File: src/rtl/odometer_beat_counter_pkg.sv
// Shared types and helpers for the ring-oscillator odometer measurement stage.
// Holds the measurement FSM encoding, default sizing and the saturating increment.
package odometer_pkg;

   typedef enum logic [1:0] {
      IDLE = 2'd0,
      ARM  = 2'd1,
      MEAS = 2'd2,
      FIN  = 2'd3
   } odo_state_e;

   localparam int CNT_W_DEF    = 16;
   localparam int NB_W_DEF     = 4;
   localparam int DEGLITCH_DEF = 2;

   // Increment that sticks at the all-ones value of a width-bit counter.
   function automatic logic [31:0] sat_inc(input logic [31:0] val, input int unsigned width);
      logic [31:0] maxv;
      if (width >= 32'd32) begin
         maxv = 32'hFFFF_FFFF;
      end else begin
         maxv = (32'd1 << width) - 32'd1;
      end
      if (val >= maxv) begin
         return maxv;
      end else begin
         return val + 32'd1;
      end
   endfunction

endpackage

File: src/rtl/beat_deglitch.sv
// Synchronizes the raw STRESS ROSC beat into the REF clock domain, filters short
// glitches and flags each rising edge of the filtered beat.
module beat_deglitch #(
   parameter int DEGLITCH = 2
) (
   input  logic CLK,
   input  logic RST,
   input  logic STRESS_IN,
   output logic FILT,
   output logic EDGE
);

   logic                s0_r;
   logic                s1_r;
   logic [DEGLITCH-1:0] hist_r;
   logic [DEGLITCH:0]   hist_ext_s;
   logic                filt_r;
   logic                filt_d_r;
   logic                stable_s;

   assign hist_ext_s = {hist_r, s1_r};
   assign stable_s   = (hist_r == {DEGLITCH{s1_r}});

   // Two-flop synchronizer, sample history and filtered level.
   always_ff @(posedge CLK) begin
      if (RST) begin
         s0_r     <= 1'b0;
         s1_r     <= 1'b0;
         hist_r   <= '0;
         filt_r   <= 1'b0;
         filt_d_r <= 1'b0;
      end else begin
         s0_r     <= STRESS_IN;
         s1_r     <= s0_r;
         hist_r   <= hist_ext_s[DEGLITCH-1:0];
         filt_d_r <= filt_r;
         if (stable_s && (s1_r != filt_r)) begin
            filt_r <= s1_r;
         end else begin
            filt_r <= filt_r;
         end
      end
   end

   assign FILT = filt_r;
   assign EDGE = filt_r & ~filt_d_r;

endmodule

File: src/rtl/odometer_beat_counter.sv
// Counts REF clock cycles over a programmable number of filtered STRESS beat periods;
// the saturating result is the odometer degradation readout.
module odometer_beat_counter
   import odometer_pkg::*;
#(
   parameter int CNT_W    = CNT_W_DEF,
   parameter int NB_W     = NB_W_DEF,
   parameter int DEGLITCH = DEGLITCH_DEF
) (
   input  logic             CLK,
   input  logic             RST,
   input  logic             START,
   input  logic [NB_W-1:0]  NUM_BEATS,
   input  logic             STRESS_IN,
   output logic             BUSY,
   output logic             DONE,
   output logic [CNT_W-1:0] COUNT,
   output logic             OVF
);

   localparam logic [CNT_W-1:0] CNT_MAX = '1;
   localparam logic [NB_W-1:0]  NB_ONE  = NB_W'(1'b1);

   odo_state_e       state_r;
   logic             busy_r;
   logic             done_r;
   logic [CNT_W-1:0] count_r;
   logic             ovf_out_r;
   logic [CNT_W-1:0] cnt_r;
   logic             ovf_r;
   logic [NB_W-1:0]  nb_r;
   logic [NB_W-1:0]  rem_r;
   logic [NB_W-1:0]  nb_start_s;
   logic [CNT_W-1:0] cnt_inc_s;
   logic             at_max_s;
   logic             filt_s;
   logic             edge_s;
   logic             unused_filt_s;

   beat_deglitch #(
      .DEGLITCH (DEGLITCH)
   ) u_deglitch (
      .CLK       (CLK),
      .RST       (RST),
      .STRESS_IN (STRESS_IN),
      .FILT      (filt_s),
      .EDGE      (edge_s)
   );

   assign unused_filt_s = filt_s;
   assign cnt_inc_s     = CNT_W'(sat_inc(32'(cnt_r), CNT_W));
   assign at_max_s      = (cnt_r == CNT_MAX);

   // A zero beat request still measures one full period.
   always_comb begin
      nb_start_s = NUM_BEATS;
      if (NUM_BEATS == '0) begin
         nb_start_s = NB_ONE;
      end else begin
         nb_start_s = NUM_BEATS;
      end
   end

   // Measurement FSM, cycle counter and registered result.
   always_ff @(posedge CLK) begin
      if (RST) begin
         state_r   <= IDLE;
         busy_r    <= 1'b0;
         done_r    <= 1'b0;
         count_r   <= '0;
         ovf_out_r <= 1'b0;
         cnt_r     <= '0;
         ovf_r     <= 1'b0;
         nb_r      <= '0;
         rem_r     <= '0;
      end else begin
         done_r <= 1'b0;
         case (state_r)
            IDLE: begin
               if (START) begin
                  nb_r    <= nb_start_s;
                  busy_r  <= 1'b1;
                  state_r <= ARM;
               end
            end
            // The arming edge only opens the window; it is not a counted period.
            ARM: begin
               if (edge_s) begin
                  cnt_r   <= '0;
                  ovf_r   <= 1'b0;
                  rem_r   <= nb_r;
                  state_r <= MEAS;
               end
            end
            MEAS: begin
               cnt_r <= cnt_inc_s;
               if (at_max_s) begin
                  ovf_r <= 1'b1;
               end
               if (edge_s) begin
                  rem_r <= rem_r - NB_ONE;
                  if (rem_r == NB_ONE) begin
                     count_r   <= cnt_inc_s;
                     ovf_out_r <= ovf_r | at_max_s;
                     done_r    <= 1'b1;
                     state_r   <= FIN;
                  end
               end
            end
            FIN: begin
               busy_r  <= 1'b0;
               state_r <= IDLE;
            end
            default: begin
               busy_r  <= 1'b0;
               state_r <= IDLE;
            end
         endcase
      end
   end

   assign BUSY  = busy_r;
   assign DONE  = done_r;
   assign COUNT = count_r;
   assign OVF   = ovf_out_r;

endmodule

File: config.mk
export PLATFORM = sky130hd
export DESIGN_NAME = odometer_beat_counter
export DESIGN_NICKNAME = d
export VERILOG_FILES = /design/src/rtl/odometer_beat_counter_pkg.sv /design/src/rtl/beat_deglitch.sv /design/src/rtl/odometer_beat_counter.sv
export SDC_FILE = /design/constraint.sdc
export NUM_CORES = 1
export LEC_CHECK = 0
export ABC_AREA = 1
export BUFFER_PORTS_ARGS = -buffer_cell sky130_fd_sc_hd__buf_2
export CORE_UTILIZATION = 42
export DETAILED_ROUTE_END_ITERATION = 8
export PLACE_DENSITY = 0.75
export SLEW_MARGIN = 10
export SYNTH_ARGS = -nofsm -noshare
export SYNTH_HDL_FRONTEND = slang
export SYNTH_SLANG_ARGS = --single-unit
File: constraint.sdc
create_clock -name CLK -period 1.8 [get_ports CLK]
set_clock_uncertainty 0.2 [all_clocks]
set_input_delay 0.36 -clock CLK [delete_from_list [all_inputs] [get_ports CLK]]
set_output_delay 0.36 -clock CLK [all_outputs]
set_load 0.02 [all_outputs]
==> flow_summary.html, run 1 <==
<table>
<tr><th>Metric</th><th>Value</th></tr>
<tr><th colspan="2">Global routing</th></tr>
<tr><td>Initial antenna violation count</td><td>0</td></tr>
<tr><td>Tot GR Track Use</td><td>a little under a fifth</td></tr>
<tr><td>Vias in the first global route</td><td>2192</td></tr>
<tr><td>Maximum number of pins on one net before global-route repair</td><td>31</td></tr>
<tr><td>Congestion Overflow GR</td><td>0</td></tr>
<tr><td>First-pass GRT wire length</td><td>9290 um</td></tr>
<tr><th colspan="2">Flow run</th></tr>
<tr><td>Total of max-cap violations</td><td>0</td></tr>
<tr><th colspan="2">STA</th></tr>
<tr><td>Final setup viols</td><td>0</td></tr>
<tr><td>Worst Hold Margin</td><td>56.8 ps</td></tr>
<tr><td>Post-route fraction of the period consumed by the critical path</td><td>94.2%</td></tr>
<tr><td>Final Max Tran Viols</td><td>0</td></tr>
<tr><td>Unrepaired setup endpoints after global routing</td><td>false</td></tr>
<tr><td>Worst slew margin relative to its limit</td><td>67.8%</td></tr>
<tr><td>Clock period minus final worst setup slack</td><td>between 1500 and 2000 ps</td></tr>
<tr><td>Highest attainable clock frequency</td><td>between 500 and 600 MHz</td></tr>
<tr><td>Final hold violations</td><td>0</td></tr>
<tr><td>Slew at the pin with the worst max-slew slack</td><td>483 ps</td></tr>
<tr><td>Total negative slack</td><td>0 ps</td></tr>
<tr><th colspan="2">Drt</th></tr>
<tr><td>Final wirelength</td><td>5610 um</td></tr>
<tr><td>Total number of vias</td><td>2292</td></tr>
<tr><td>Count of nets left with antenna violations after detail routing</td><td>0</td></tr>
<tr><td>Drt wl/cell</td><td>12.0 um</td></tr>
<tr><td>Router iterations before antenna repair</td><td>4</td></tr>
<tr><td>Total DRC errors in the routed layout</td><td>0</td></tr>
<tr><td>Vias per cell</td><td>4.90</td></tr>
<tr><td>Iter 0 DRT Violations</td><td>134</td></tr>
<tr><th colspan="2">Floorplanning</th></tr>
<tr><td>Top Ports</td><td>27</td></tr>
<tr><td>Area of the core</td><td>0.00589 mm2</td></tr>
<tr><td>Height of the chip</td><td>79.9 um</td></tr>
<tr><td>Initial cell density of the core</td><td>43.3%</td></tr>
<tr><td>Die boundary width</td><td>79.9 um</td></tr>
<tr><td>Standard-cell rows</td><td>28</td></tr>
<tr><td>Die Area</td><td>0.00639 mm2</td></tr>
<tr><th colspan="2">Synthesis</th></tr>
<tr><td>Net count after synthesis</td><td>374</td></tr>
<tr><td>Synthesized area divided by synthesized cell count</td><td>around 7.1 um2</td></tr>
<tr><td>Portion of synthesized cell area occupied by the leading cell type</td><td>40.8%</td></tr>
<tr><td>Summed instance area of the synthesized netlist</td><td>approximately 0.0025 mm2</td></tr>
<tr><td>Distinct cell type count after synthesis</td><td>33</td></tr>
<tr><td>Sequential cell area fraction in the yosys report</td><td>slightly above 40%</td></tr>
<tr><td>Yosys warning count</td><td>0</td></tr>
<tr><td>Number of standard cells after synthesis</td><td>between 300 and 400</td></tr>
<tr><td>Cell types occupying the most area after synthesis</td><td>sky130_fd_sc_hd__dfxtp_1 (41%), sky130_fd_sc_hd__nand2_1 (11%), sky130_fd_sc_hd__nor2_1 (7.8%), sky130_fd_sc_hd__inv_1 (6.6%), sky130_fd_sc_hd__o21ai_0 (5.3%)</td></tr>
<tr><td>FF+latch count, synth</td><td>52</td></tr>
<tr><td>Cell taking the most area after synthesis</td><td>sky130_fd_sc_hd__dfxtp_1</td></tr>
<tr><th colspan="2">Final layout</th></tr>
<tr><td>Number of cells in the finished layout apart from fillers</td><td>468</td></tr>
<tr><td>Final cell area excluding filler cells</td><td>0.00300 mm2</td></tr>
<tr><td>Layout cells sized above 1</td><td>between 20% and 30%</td></tr>
<tr><td>Number of fillers in the final layout</td><td>approximately 580</td></tr>
<tr><td>Count of inserted antenna diode cells</td><td>0</td></tr>
<tr><td>Area occupied by multi-input gates</td><td>0.00132 mm2</td></tr>
<tr><td>Area occupied by registers</td><td>0.00105 mm2</td></tr>
<tr><td>Commonest non-fill, non-tap cells in the layout</td><td>sky130_fd_sc_hd__nand2_1 (71), sky130_fd_sc_hd__nor2_1 (52), sky130_fd_sc_hd__dfxtp_1 (49)</td></tr>
<tr><td>Share of the core filled with cells</td><td>between 50% and 60%</td></tr>
<tr><td>Commonest non-fill, non-tap cell in the layout</td><td>sky130_fd_sc_hd__nand2_1</td></tr>
<tr><td>Nets</td><td>between 400 and 500</td></tr>
<tr><td>Synthesis-to-layout area growth</td><td>17.6%</td></tr>
<tr><th colspan="2">Pwr</th></tr>
<tr><td>Part of the total power dissipated in combinational logic</td><td>a little over a quarter</td></tr>
<tr><td>Largest voltage drop on the vdd net</td><td>between 0.0004 and 0.0005 V</td></tr>
<tr><td>Sequential share of power</td><td>43.5%</td></tr>
<tr><td>Standby leakage power</td><td>0.00136 uW</td></tr>
<tr><td>Power per cell area</td><td>between 900 and 1000 mW/mm2</td></tr>
<tr><td>Sw power</td><td>889 uW</td></tr>
<tr><td>Internal Power</td><td>2010 uW</td></tr>
<tr><td>Clock power share</td><td>~30%</td></tr>
<tr><td>Switching power share of the total</td><td>roughly 30%</td></tr>
<tr><th colspan="2">Min path</th></tr>
<tr><td>Class of the tightest hold or removal check</td><td>in -&gt; reg</td></tr>
<tr><th colspan="2">CTS</th></tr>
<tr><td>Buffers from clock root to sink, at most</td><td>2</td></tr>
<tr><td>Clock tree from TritonCTS</td><td>yes</td></tr>
<tr><td>Hold buffer count at CTS</td><td>0</td></tr>
<tr><td>CTS root buffer</td><td>sky130_fd_sc_hd__clkbuf_8</td></tr>
<tr><td>H-tree level count</td><td>2</td></tr>
<tr><td>Clock latency on the worst-skew pair</td><td>300 ps</td></tr>
<tr><td>Clock transition at the registers of the reported paths</td><td>90 ps</td></tr>
<tr><td>Number of buffers added by the clock tree synthesis step</td><td>5</td></tr>
<tr><td>Clock sink total</td><td>52</td></tr>
<tr><th colspan="2">Placement</th></tr>
<tr><td>Dpl cell area</td><td>0.00280 mm2</td></tr>
<tr><td>Placed Cells</td><td>459</td></tr>
<tr><td># port buffers</td><td>26</td></tr>
<tr><td>Global placement routability congestion</td><td>0.850</td></tr>
<tr><td>Post-detailed-placement half-perimeter wirelength</td><td>between 4000 and 5000 um</td></tr>
<tr><th colspan="2">Worst setup path</th></tr>
<tr><td>Chain of cells forming the critical path</td><td>ha_2, nand2_2, nor2_4, nand2_4, nor2_4, nand2_4, nand3_1, nand2_1, a21oi_2</td></tr>
<tr><td>Data arrival time of the critical path</td><td>about 1700 ps</td></tr>
<tr><td>Endpoint kind of the worst setup timing path</td><td>flop</td></tr>
<tr><td>Type of the setup path with the least slack</td><td>reg -&gt; reg</td></tr>
<tr><td>Largest fanout on the critical path</td><td>8</td></tr>
<tr><td>Worst EP required</td><td>1840 ps</td></tr>
<tr><td>Slowest stage cell, crit path</td><td>sky130_fd_sc_hd__dfxtp_4</td></tr>
<tr><td>Slowest stage delay, CP</td><td>~380 ps</td></tr>
<tr><td>Sort of element at the start of the critical path</td><td>flop</td></tr>
<tr><th colspan="2">Run status</th></tr>
<tr><td>Status</td><td>finished, final reports clean</td></tr>
</table>
sequential cells by signal, indices dropped and copies added (netlist names), 2 cells and up:
name / flops
COUNT: 16
cnt_r: 16
nb_r: 4
rem_r: 4
state_r: 2
u_deglitch.hist_r: 2
what timing repair did:
action / CTS / global route
gates cloned: 0 / 1
endpoints found under the setup margin: 4 / 34
gates resized for setup: 3 / 22
pin swaps: 0 / 2
buffers inserted: 0 / 0
metrics by stage:
stage	total power [uW]	worst slack, ps
detailed placement	2010	16.7
floorplan	1730	71.3
CTS	2870	34.7
global placement	1990	16.2
global route	3060	3.72
finish	2900	104
layer usage:
metal	vias up	track usage [%]	part of all wire, %
met4	0	5.00	0.66
met2	34	33.5	50
met1	1050	21.2	46
met5	-	0	0
li1	1204	-	-
met3	4	4.34	4.0
critical path: cells and delay by family, from the launching register on:
family | cells | cell delay [ps]
flops | 1 | 380
compound gates | 1 | 100
simple gates | 7 | 740
fa+ha+maj | 1 | 200
kinds of logic after synthesis:
kind of cell / count (synthesis) / synth area share, %
and+or+nand+nor: 165 / 28.6
AOI/OAI and AO/OA: 69 / 15.0
buffers and inverters: 58 / 9.67
DFF: 52 / 40.8
adders and majority gates: 8 / 3.93
xor gates and xnor gates: 6 / 2.06
area by class of cell:
type | instances | area share (%)
clock inverter | 1 | 1.00
tap | 75 | 3.13
inverter | 48 | 6.09
multi-input combinational | 248 | 44.0
clock buffer | 7 | 3.21
timing repair buffer | 37 | 7.63
sequential | 52 | 34.9
power by group through the flow:
| stage | Sequential (uW) | Clock (uW) | Combinational (uW) |
|---|---|---|---|
| finish | 1260 | 866 | 771 |
| global route | 1270 | 930 | 864 |
| CTS | 1250 | 888 | 738 |
| detailed placement | 1270 | 0 | 734 |
| global placement | 1270 | 0 | 720 |
| floorplan | 1280 | 0 | 450 |
worst paths after layout:
| path | start | to | slack [ps] | depth (start not counted) |
|---|---|---|---|---|
| min reg2reg | u_deglitch.s0_r | u_deglitch.s1_r | 200 | 2 |
| max | cnt_r[1] | cnt_r[11] | 100 | 9 |
| min | STRESS_IN | u_deglitch.s0_r | 60 | 3 |
| max reg2reg | cnt_r[1] | cnt_r[11] | 100 | 9 |
cells in the mapped netlist, drive strengths merged:
library cell,count
a211oi,3
a21oi,25
a31oi,3
buf,6
clkbuf,4
dfxtp,52
ha,8
inv,48
nand2,76
nand3,20
nand4,3
nor2,61
nor3,3
nor4,1
o211a,1
o211ai,1
o21ai,35
o21bai,1
or2,1
xnor2,2
xor2,4
No activity file was read; power rests on OpenSTA's default activity.
==> run 2: changes to the inputs <==
--- a/config.mk
+++ b/config.mk
@@ -9,7 +9,7 @@
 export BUFFER_PORTS_ARGS = -buffer_cell sky130_fd_sc_hd__buf_2
 export CORE_UTILIZATION = 42
 export DETAILED_ROUTE_END_ITERATION = 8
-export PLACE_DENSITY = 0.75
+export PLACE_DENSITY = 0.72
 export SLEW_MARGIN = 10
 export SYNTH_ARGS = -nofsm -noshare
 export SYNTH_HDL_FRONTEND = slang
==> constraint.sdc (replaced) <==
create_clock -name CLK -period 1.83 [get_ports CLK]
set_clock_uncertainty 0.2 [all_clocks]
set_input_delay 0.366 -clock CLK [delete_from_list [all_inputs] [get_ports CLK]]
set_output_delay 0.366 -clock CLK [all_outputs]
set_load 0.02 [all_outputs]
==> flow_summary.html, run 2 (same netlist as run 1, synthesis figures left out) <==
<table>
<tr><th>Metric</th><th>Value</th></tr>
<tr><th colspan="2">Final layout</th></tr>
<tr><td>Nets</td><td>405</td></tr>
<tr><td>Number of fillers in the final layout</td><td>between 500 and 600</td></tr>
<tr><td>Commonest non-fill, non-tap cells in the layout</td><td>sky130_fd_sc_hd__nand2_1 (72), sky130_fd_sc_hd__nor2_1 (52), sky130_fd_sc_hd__dfxtp_1 (49)</td></tr>
<tr><td>Commonest non-fill, non-tap cell in the layout</td><td>sky130_fd_sc_hd__nand2_1</td></tr>
<tr><td>Synthesis-to-layout area growth</td><td>16.0%</td></tr>
<tr><td>Count of inserted antenna diode cells</td><td>0</td></tr>
<tr><td>Number of cells in the finished layout apart from fillers</td><td>between 400 and 500</td></tr>
<tr><td>Layout cells sized above 1</td><td>18.7%</td></tr>
<tr><th colspan="2">Worst setup path</th></tr>
<tr><td>Endpoint kind of the worst setup timing path</td><td>flop</td></tr>
<tr><td>Register-to-register setup slack</td><td>roughly 130 ps</td></tr>
<tr><td>Endpoint of the lowest-slack register-to-register path</td><td>cnt_r[10]</td></tr>
<tr><td>Type of the setup path with the least slack</td><td>reg -&gt; reg</td></tr>
<tr><td>Data arrival time of the critical path</td><td>1740 ps</td></tr>
<tr><td>Slowest stage cell, crit path</td><td>sky130_fd_sc_hd__dfxtp_2</td></tr>
<tr><td>Worst EP required</td><td>1870 ps</td></tr>
<tr><td>Worst r2r src</td><td>cnt_r[0]</td></tr>
<tr><td>Sort of element at the start of the critical path</td><td>flop</td></tr>
<tr><td>Largest fanout on the critical path</td><td>8</td></tr>
<tr><td>Slowest stage delay, CP</td><td>370 ps</td></tr>
<tr><td>Chain of cells forming the critical path</td><td>ha_2, nand2_2, nor2_4, nand2_4, nor2_4, nand2_4, nand3_1, nand2_1, a21oi_2</td></tr>
<tr><td>R2R cell count</td><td>9</td></tr>
<tr><td>Kind of cell with the highest combined delay on the critical path</td><td>simple AND/OR/NAND/NOR gates</td></tr>
<tr><td>Total buffers and inverters traversed by the critical path</td><td>0</td></tr>
<tr><th colspan="2">Global routing</th></tr>
<tr><td>Maximum number of pins on one net before global-route repair</td><td>36</td></tr>
<tr><td>Vias in the first global route</td><td>2030</td></tr>
<tr><td>Tot GR Track Use</td><td>18.2%</td></tr>
<tr><td>First-pass GRT wire length</td><td>9060 um</td></tr>
<tr><td>Congestion Overflow GR</td><td>0</td></tr>
<tr><td>Initial antenna violation count</td><td>0</td></tr>
<tr><th colspan="2">STA</th></tr>
<tr><td>Clock period minus final worst setup slack</td><td>1700 ps</td></tr>
<tr><td>Unrepaired setup endpoints after global routing</td><td>false</td></tr>
<tr><td>Highest attainable clock frequency</td><td>590 MHz</td></tr>
<tr><td>Worst slew margin relative to its limit</td><td>67.7%</td></tr>
<tr><td>Final hold violations</td><td>0</td></tr>
<tr><td>Slew at the pin with the worst max-slew slack</td><td>484 ps</td></tr>
<tr><td>Post-route fraction of the period consumed by the critical path</td><td>92.6%</td></tr>
<tr><td>Total negative slack</td><td>0 ps</td></tr>
<tr><td>Final setup viols</td><td>0</td></tr>
<tr><td>Final Max Tran Viols</td><td>0</td></tr>
<tr><th colspan="2">Drt</th></tr>
<tr><td>Drt wl/cell</td><td>12.1 um</td></tr>
<tr><td>Iter 0 DRT Violations</td><td>158</td></tr>
<tr><td>Router iterations before antenna repair</td><td>4</td></tr>
<tr><td>Vias per cell</td><td>4.91</td></tr>
<tr><td>Count of nets left with antenna violations after detail routing</td><td>0</td></tr>
<tr><td>Total number of vias</td><td>2282</td></tr>
<tr><td>Total DRC errors in the routed layout</td><td>0</td></tr>
<tr><td>Final wirelength</td><td>5610 um</td></tr>
<tr><th colspan="2">CTS</th></tr>
<tr><td>H-tree level count</td><td>2</td></tr>
<tr><td>Clock tree from TritonCTS</td><td>yes</td></tr>
<tr><td>Number of buffers added by the clock tree synthesis step</td><td>5</td></tr>
<tr><td>Buffers from clock root to sink, at most</td><td>2</td></tr>
<tr><td>Clock latency on the worst-skew pair</td><td>310 ps</td></tr>
<tr><td>Hold buffer count at CTS</td><td>0</td></tr>
<tr><td>CTS root buffer</td><td>sky130_fd_sc_hd__clkbuf_8</td></tr>
<tr><td>Clock sink total</td><td>52</td></tr>
<tr><td>Clock transition at the registers of the reported paths</td><td>~90 ps</td></tr>
<tr><th colspan="2">Run status</th></tr>
<tr><td>Status</td><td>finished, final reports clean</td></tr>
<tr><th colspan="2">Min path</th></tr>
<tr><td>Endpoint, Worst Hold</td><td>u_deglitch.s0_r</td></tr>
<tr><td>Class of the tightest hold or removal check</td><td>in -&gt; reg</td></tr>
<tr><td>Hold Path Origin</td><td>STRESS_IN</td></tr>
<tr><td>Worst hold path depth</td><td>3</td></tr>
<tr><th colspan="2">Placement</th></tr>
<tr><td>Placed Cells</td><td>approximately 460</td></tr>
<tr><td>Post-detailed-placement half-perimeter wirelength</td><td>4020 um</td></tr>
<tr><td># port buffers</td><td>26</td></tr>
<tr><td>Global placement routability congestion</td><td>0.854</td></tr>
<tr><th colspan="2">Floorplanning</th></tr>
<tr><td>Height of the chip</td><td>79.9 um</td></tr>
<tr><td>Area of the core</td><td>0.00589 mm2</td></tr>
<tr><td>Die Area</td><td>0.00639 mm2</td></tr>
<tr><td>Die boundary width</td><td>79.9 um</td></tr>
<tr><td>Initial cell density of the core</td><td>43.3%</td></tr>
<tr><td>Standard-cell rows</td><td>28</td></tr>
<tr><td>Top Ports</td><td>27</td></tr>
<tr><th colspan="2">Pwr</th></tr>
<tr><td>Largest voltage drop on the vdd net</td><td>0.000554 V</td></tr>
<tr><td>Pwr Total</td><td>2800 uW</td></tr>
<tr><td>Power per cell area</td><td>947 mW/mm2</td></tr>
<tr><td>Standby leakage power</td><td>0.00133 uW</td></tr>
<tr><th colspan="2">Flow run</th></tr>
<tr><td>Total of max-cap violations</td><td>0</td></tr>
</table>
run 2: worst register-to-register path, delay by kind of cell, from the launching register on:
kind	cells	cell delay (ps)
AOI/OAI and AO/OA	1	130
adders and majority gates	1	210
DFF	1	370
and+or+nand+nor	7	720
run 2: metal layers:
metal / part of all wire, % / global-route usage [%] / routed length (um) / vias to the layer above
met5: 0 / 0 / 0 / -
met4: 1.2 / 6.07 / 70 / 0
met3: 4.6 / 3.66 / 257 / 5
met2: 49 / 31.8 / 2740 / 48
met1: 45 / 22.2 / 2540 / 1028
li1: - / - / - / 1201
run 2: how the worst max path moves through the flow:
stage | from | endpoint | slack, ps | depth (start not counted)
floorplan | state_r[0] | COUNT[3] | 100 | 8
global placement | cnt_r[0] | cnt_r[15] | 40 | 9
detailed placement | state_r[0] | COUNT[8] | 50 | 7
CTS | cnt_r[1] | cnt_r[10] | 20 | 9
global route | cnt_r[0] | cnt_r[2] | 20 | 7
finish | cnt_r[0] | cnt_r[10] | 130 | 9
run 2: report_power, final:
| part | internal (uW) | leakage [uW] | switching [uW] |
|---|---|---|---|
| Sequential | 1200 | 0.000422 | 55.4 |
| Clock | 405 | 0.0000541 | 390 |
| Combinational | 299 | 0.000851 | 457 |
run 2: metrics by stage:
step | hold WS [ps] | cell area [um2] | worst slack (ps) | utilization, %
after floorplan | 188 | 2550 | 101 | -
after global placement | 192 | 2810 | 35.6 | 47.7
after detailed placement | 204 | 2810 | 47.1 | 47.7
after CTS | 51.5 | 2920 | 22.4 | 49.6
after global routing | 81.2 | 2960 | 18.0 | 50.3
final | 56.7 | 2960 | 135 | 50.3
run 2: what timing repair did:
item / 4_1_cts / 5_1_grt
gates resized for setup: 1 / 13
setup endpoints to repair: 1 / 35
pin swaps: 0 / 2
buffers inserted: 0 / 0
run 2: cell type report:
class | count | area (um2) | share of cell area, %
clock inverters | 3 | 42.5 | 1.44
inverters | 48 | 183 | 6.17
repair buffers | 34 | 231 | 7.82
clock buffers | 5 | 68.8 | 2.33
flip-flops and latches | 52 | 1040 | 35.3
well taps | 75 | 93.8 | 3.17
multi-input cells | 248 | 1290 | 43.8
==> run 3: changes to the inputs <==
==> constraint.sdc (replaced) <==
create_clock -name CLK -period 2 [get_ports CLK]
set_clock_uncertainty 0.2 [all_clocks]
set_input_delay 0.4 -clock CLK [delete_from_list [all_inputs] [get_ports CLK]]
set_output_delay 0.4 -clock CLK [all_outputs]
set_load 0.02 [all_outputs]
==> flow_summary.html, run 3 (same netlist as run 1, synthesis figures left out) <==
<table>
<tr><th>Metric</th><th>Value</th></tr>
<tr><th colspan="2">Run status</th></tr>
<tr><td>Status</td><td>finished, final reports clean</td></tr>
<tr><th colspan="2">Worst setup path</th></tr>
<tr><td>Worst r2r src</td><td>cnt_r[1]</td></tr>
<tr><td>Worst EP required</td><td>2060 ps</td></tr>
<tr><td>Endpoint kind of the worst setup timing path</td><td>flop</td></tr>
<tr><td>Data arrival time of the critical path</td><td>roughly 1900 ps</td></tr>
<tr><td>Sort of element at the start of the critical path</td><td>flop</td></tr>
<tr><td>Endpoint of the lowest-slack register-to-register path</td><td>cnt_r[15]</td></tr>
<tr><td>Register-to-register setup slack</td><td>about 180 ps</td></tr>
<tr><td>Type of the setup path with the least slack</td><td>reg -&gt; reg</td></tr>
<tr><td>Largest fanout on the critical path</td><td>8</td></tr>
<tr><td>R2R cell count</td><td>9</td></tr>
<tr><th colspan="2">STA</th></tr>
<tr><td>Post-route fraction of the period consumed by the critical path</td><td>91.0%</td></tr>
<tr><td>Final hold violations</td><td>0</td></tr>
<tr><td>Worst Hold Margin</td><td>92.8 ps</td></tr>
<tr><td>Clock period minus final worst setup slack</td><td>1820 ps</td></tr>
<tr><td>Highest attainable clock frequency</td><td>550 MHz</td></tr>
<tr><td>Total negative slack</td><td>0 ps</td></tr>
<tr><td>Unrepaired setup endpoints after global routing</td><td>false</td></tr>
<tr><td>Final setup viols</td><td>0</td></tr>
<tr><td>Slew at the pin with the worst max-slew slack</td><td>roughly 460 ps</td></tr>
<tr><td>Worst slew margin relative to its limit</td><td>69.2%</td></tr>
<tr><td>Final Max Tran Viols</td><td>0</td></tr>
<tr><th colspan="2">Final layout</th></tr>
<tr><td>Number of cells in the finished layout apart from fillers</td><td>464</td></tr>
<tr><td>Layout cells sized above 1</td><td>16.5%</td></tr>
<tr><td>Commonest non-fill, non-tap cell in the layout</td><td>sky130_fd_sc_hd__nand2_1</td></tr>
<tr><td>Nets</td><td>404</td></tr>
<tr><td>Number of fillers in the final layout</td><td>615</td></tr>
<tr><td>Area occupied by registers</td><td>0.00104 mm2</td></tr>
<tr><td>Synthesis-to-layout area growth</td><td>12.5%</td></tr>
<tr><td>Count of inserted antenna diode cells</td><td>0</td></tr>
<tr><td>Commonest non-fill, non-tap cells in the layout</td><td>sky130_fd_sc_hd__nand2_1 (72), sky130_fd_sc_hd__nor2_1 (53), sky130_fd_sc_hd__dfxtp_1 (52)</td></tr>
<tr><td>Area occupied by multi-input gates</td><td>0.00126 mm2</td></tr>
<tr><th colspan="2">Drt</th></tr>
<tr><td>Iter 0 DRT Violations</td><td>about 130</td></tr>
<tr><td>Drt wl/cell</td><td>approximately 12 um</td></tr>
<tr><td>Count of nets left with antenna violations after detail routing</td><td>0</td></tr>
<tr><td>Total number of vias</td><td>2287</td></tr>
<tr><td>Router iterations before antenna repair</td><td>4</td></tr>
<tr><td>Total DRC errors in the routed layout</td><td>0</td></tr>
<tr><td>Final wirelength</td><td>5600 um</td></tr>
<tr><td>Vias per cell</td><td>4.93</td></tr>
<tr><th colspan="2">CTS</th></tr>
<tr><td>Clock latency on the worst-skew pair</td><td>approximately 310 ps</td></tr>
<tr><td>CTS root buffer</td><td>sky130_fd_sc_hd__clkbuf_8</td></tr>
<tr><td>H-tree level count</td><td>2</td></tr>
<tr><td>Hold buffer count at CTS</td><td>0</td></tr>
<tr><td>Clock tree from TritonCTS</td><td>yes</td></tr>
<tr><td>Clock sink total</td><td>52</td></tr>
<tr><td>Number of buffers added by the clock tree synthesis step</td><td>5</td></tr>
<tr><td>Buffers from clock root to sink, at most</td><td>2</td></tr>
<tr><td>Clock transition at the registers of the reported paths</td><td>100 ps</td></tr>
<tr><th colspan="2">Floorplanning</th></tr>
<tr><td>Height of the chip</td><td>approximately 80 um</td></tr>
<tr><td>Top Ports</td><td>27</td></tr>
<tr><td>Die boundary width</td><td>79.9 um</td></tr>
<tr><td>Area of the core</td><td>between 0.005 and 0.006 mm2</td></tr>
<tr><td>Standard-cell rows</td><td>28</td></tr>
<tr><td>Die Area</td><td>0.00639 mm2</td></tr>
<tr><td>Initial cell density of the core</td><td>43.3%</td></tr>
<tr><th colspan="2">Placement</th></tr>
<tr><td># port buffers</td><td>26</td></tr>
<tr><td>Post-detailed-placement half-perimeter wirelength</td><td>about 4200 um</td></tr>
<tr><td>Placed Cells</td><td>456</td></tr>
<tr><td>Global placement routability congestion</td><td>0.818</td></tr>
<tr><th colspan="2">Min path</th></tr>
<tr><td>Endpoint, Worst Hold</td><td>u_deglitch.s0_r</td></tr>
<tr><td>Worst hold path depth</td><td>3</td></tr>
<tr><td>Class of the tightest hold or removal check</td><td>in -&gt; reg</td></tr>
<tr><td>Hold Path Origin</td><td>STRESS_IN</td></tr>
<tr><th colspan="2">Global routing</th></tr>
<tr><td>Tot GR Track Use</td><td>18.9%</td></tr>
<tr><td>Vias in the first global route</td><td>2082</td></tr>
<tr><td>First-pass GRT wire length</td><td>9420 um</td></tr>
<tr><td>Initial antenna violation count</td><td>0</td></tr>
<tr><td>Maximum number of pins on one net before global-route repair</td><td>20</td></tr>
<tr><td>Congestion Overflow GR</td><td>0</td></tr>
<tr><th colspan="2">Pwr</th></tr>
<tr><td>Standby leakage power</td><td>0.00129 uW</td></tr>
<tr><td>Power per cell area</td><td>827 mW/mm2</td></tr>
<tr><td>Largest voltage drop on the vdd net</td><td>0.000388 V</td></tr>
<tr><th colspan="2">Flow run</th></tr>
<tr><td>Total of max-cap violations</td><td>0</td></tr>
</table>
[run 3: cell types whose count changed in the layout (fill, tap and decap cells not counted), moves of 2 or more]
cell | before | now
sky130_fd_sc_hd__dfxtp_1 | 49 | 52
sky130_fd_sc_hd__dfxtp_2 | 3 | 0
sky130_fd_sc_hd__buf_12 | 3 | 1
sky130_fd_sc_hd__buf_4 | 4 | 6
sky130_fd_sc_hd__inv_1 | 43 | 45
[run 3: stage by stage]
stage / cell area (um2) / util (%) / worst slack, ps / total power, uW
6_report: 2870 / 48.7 / 180 / 2370
5_1_grt: 2870 / 48.7 / 9.39 / 2550
4_1_cts: 2870 / 48.7 / 141 / 2390
3_5_place_dp: 2770 / 47.1 / 158 / 1780
3_3_place_gp: 2770 / 47.1 / 253 / 1760
2_1_floorplan: 2550 / - / 271 / 1560
[run 3: per-layer routing]
metal / up-vias / share of wire, % / track usage [%]
met5: - / 0 / 0
met3: 10 / 3.3 / 3.89
met4: 0 / 1.5 / 6.96
met1: 1046 / 48 / 24.1
met2: 35 / 47 / 31.4
li1: 1196 / - / -
[run 3: worst max-delay path by stage]
stage                           from   endpoint  cells after the start
after floorplan           state_r[0]   COUNT[3]                      8
after global placement    state_r[0]   COUNT[1]                      9
after detailed placement  state_r[0]   COUNT[5]                      7
after global routing        cnt_r[1]  cnt_r[10]                      9
final                       cnt_r[1]  cnt_r[15]                      9
after CTS                 state_r[0]   COUNT[7]                      7
[run 3: repair_timing]
action,4_1_cts,5_1_grt
setup buffers,0,0
gates resized for setup,0,1
setup endpoints to repair,0,10
[run 3: power by group]
group          internal, uW  leakage, uW  total, uW  switching [uW]
clock network           248    0.0000404        613             365
registers              1090     0.000421       1130            36.6
logic                   225     0.000825        631             406
[run 3: critical path, stage by stage (launching register included)]
cell and delay, ps:
sky130_fd_sc_hd__dfxtp_1 390, sky130_fd_sc_hd__ha_1 250, sky130_fd_sc_hd__nand2_2 90, sky130_fd_sc_hd__nor2_2 140
sky130_fd_sc_hd__nand2_2 140, sky130_fd_sc_hd__nor2_4 130, sky130_fd_sc_hd__nand2_4 90, sky130_fd_sc_hd__nand3_1 140
sky130_fd_sc_hd__nand2_1 80, sky130_fd_sc_hd__a21oi_2 110
[run 3: area by class of cell]
| type | count | share of cell area (%) |
|---|---|---|
| Multi-Input combinational cell | 248 | 44.1 |
| Sequential cell | 52 | 36.3 |
| Timing Repair Buffer | 33 | 6.81 |
| Inverter | 48 | 6.28 |
| Tap cell | 75 | 3.27 |
| Clock buffer | 5 | 2.40 |
| Clock inverter | 3 | 0.829 |
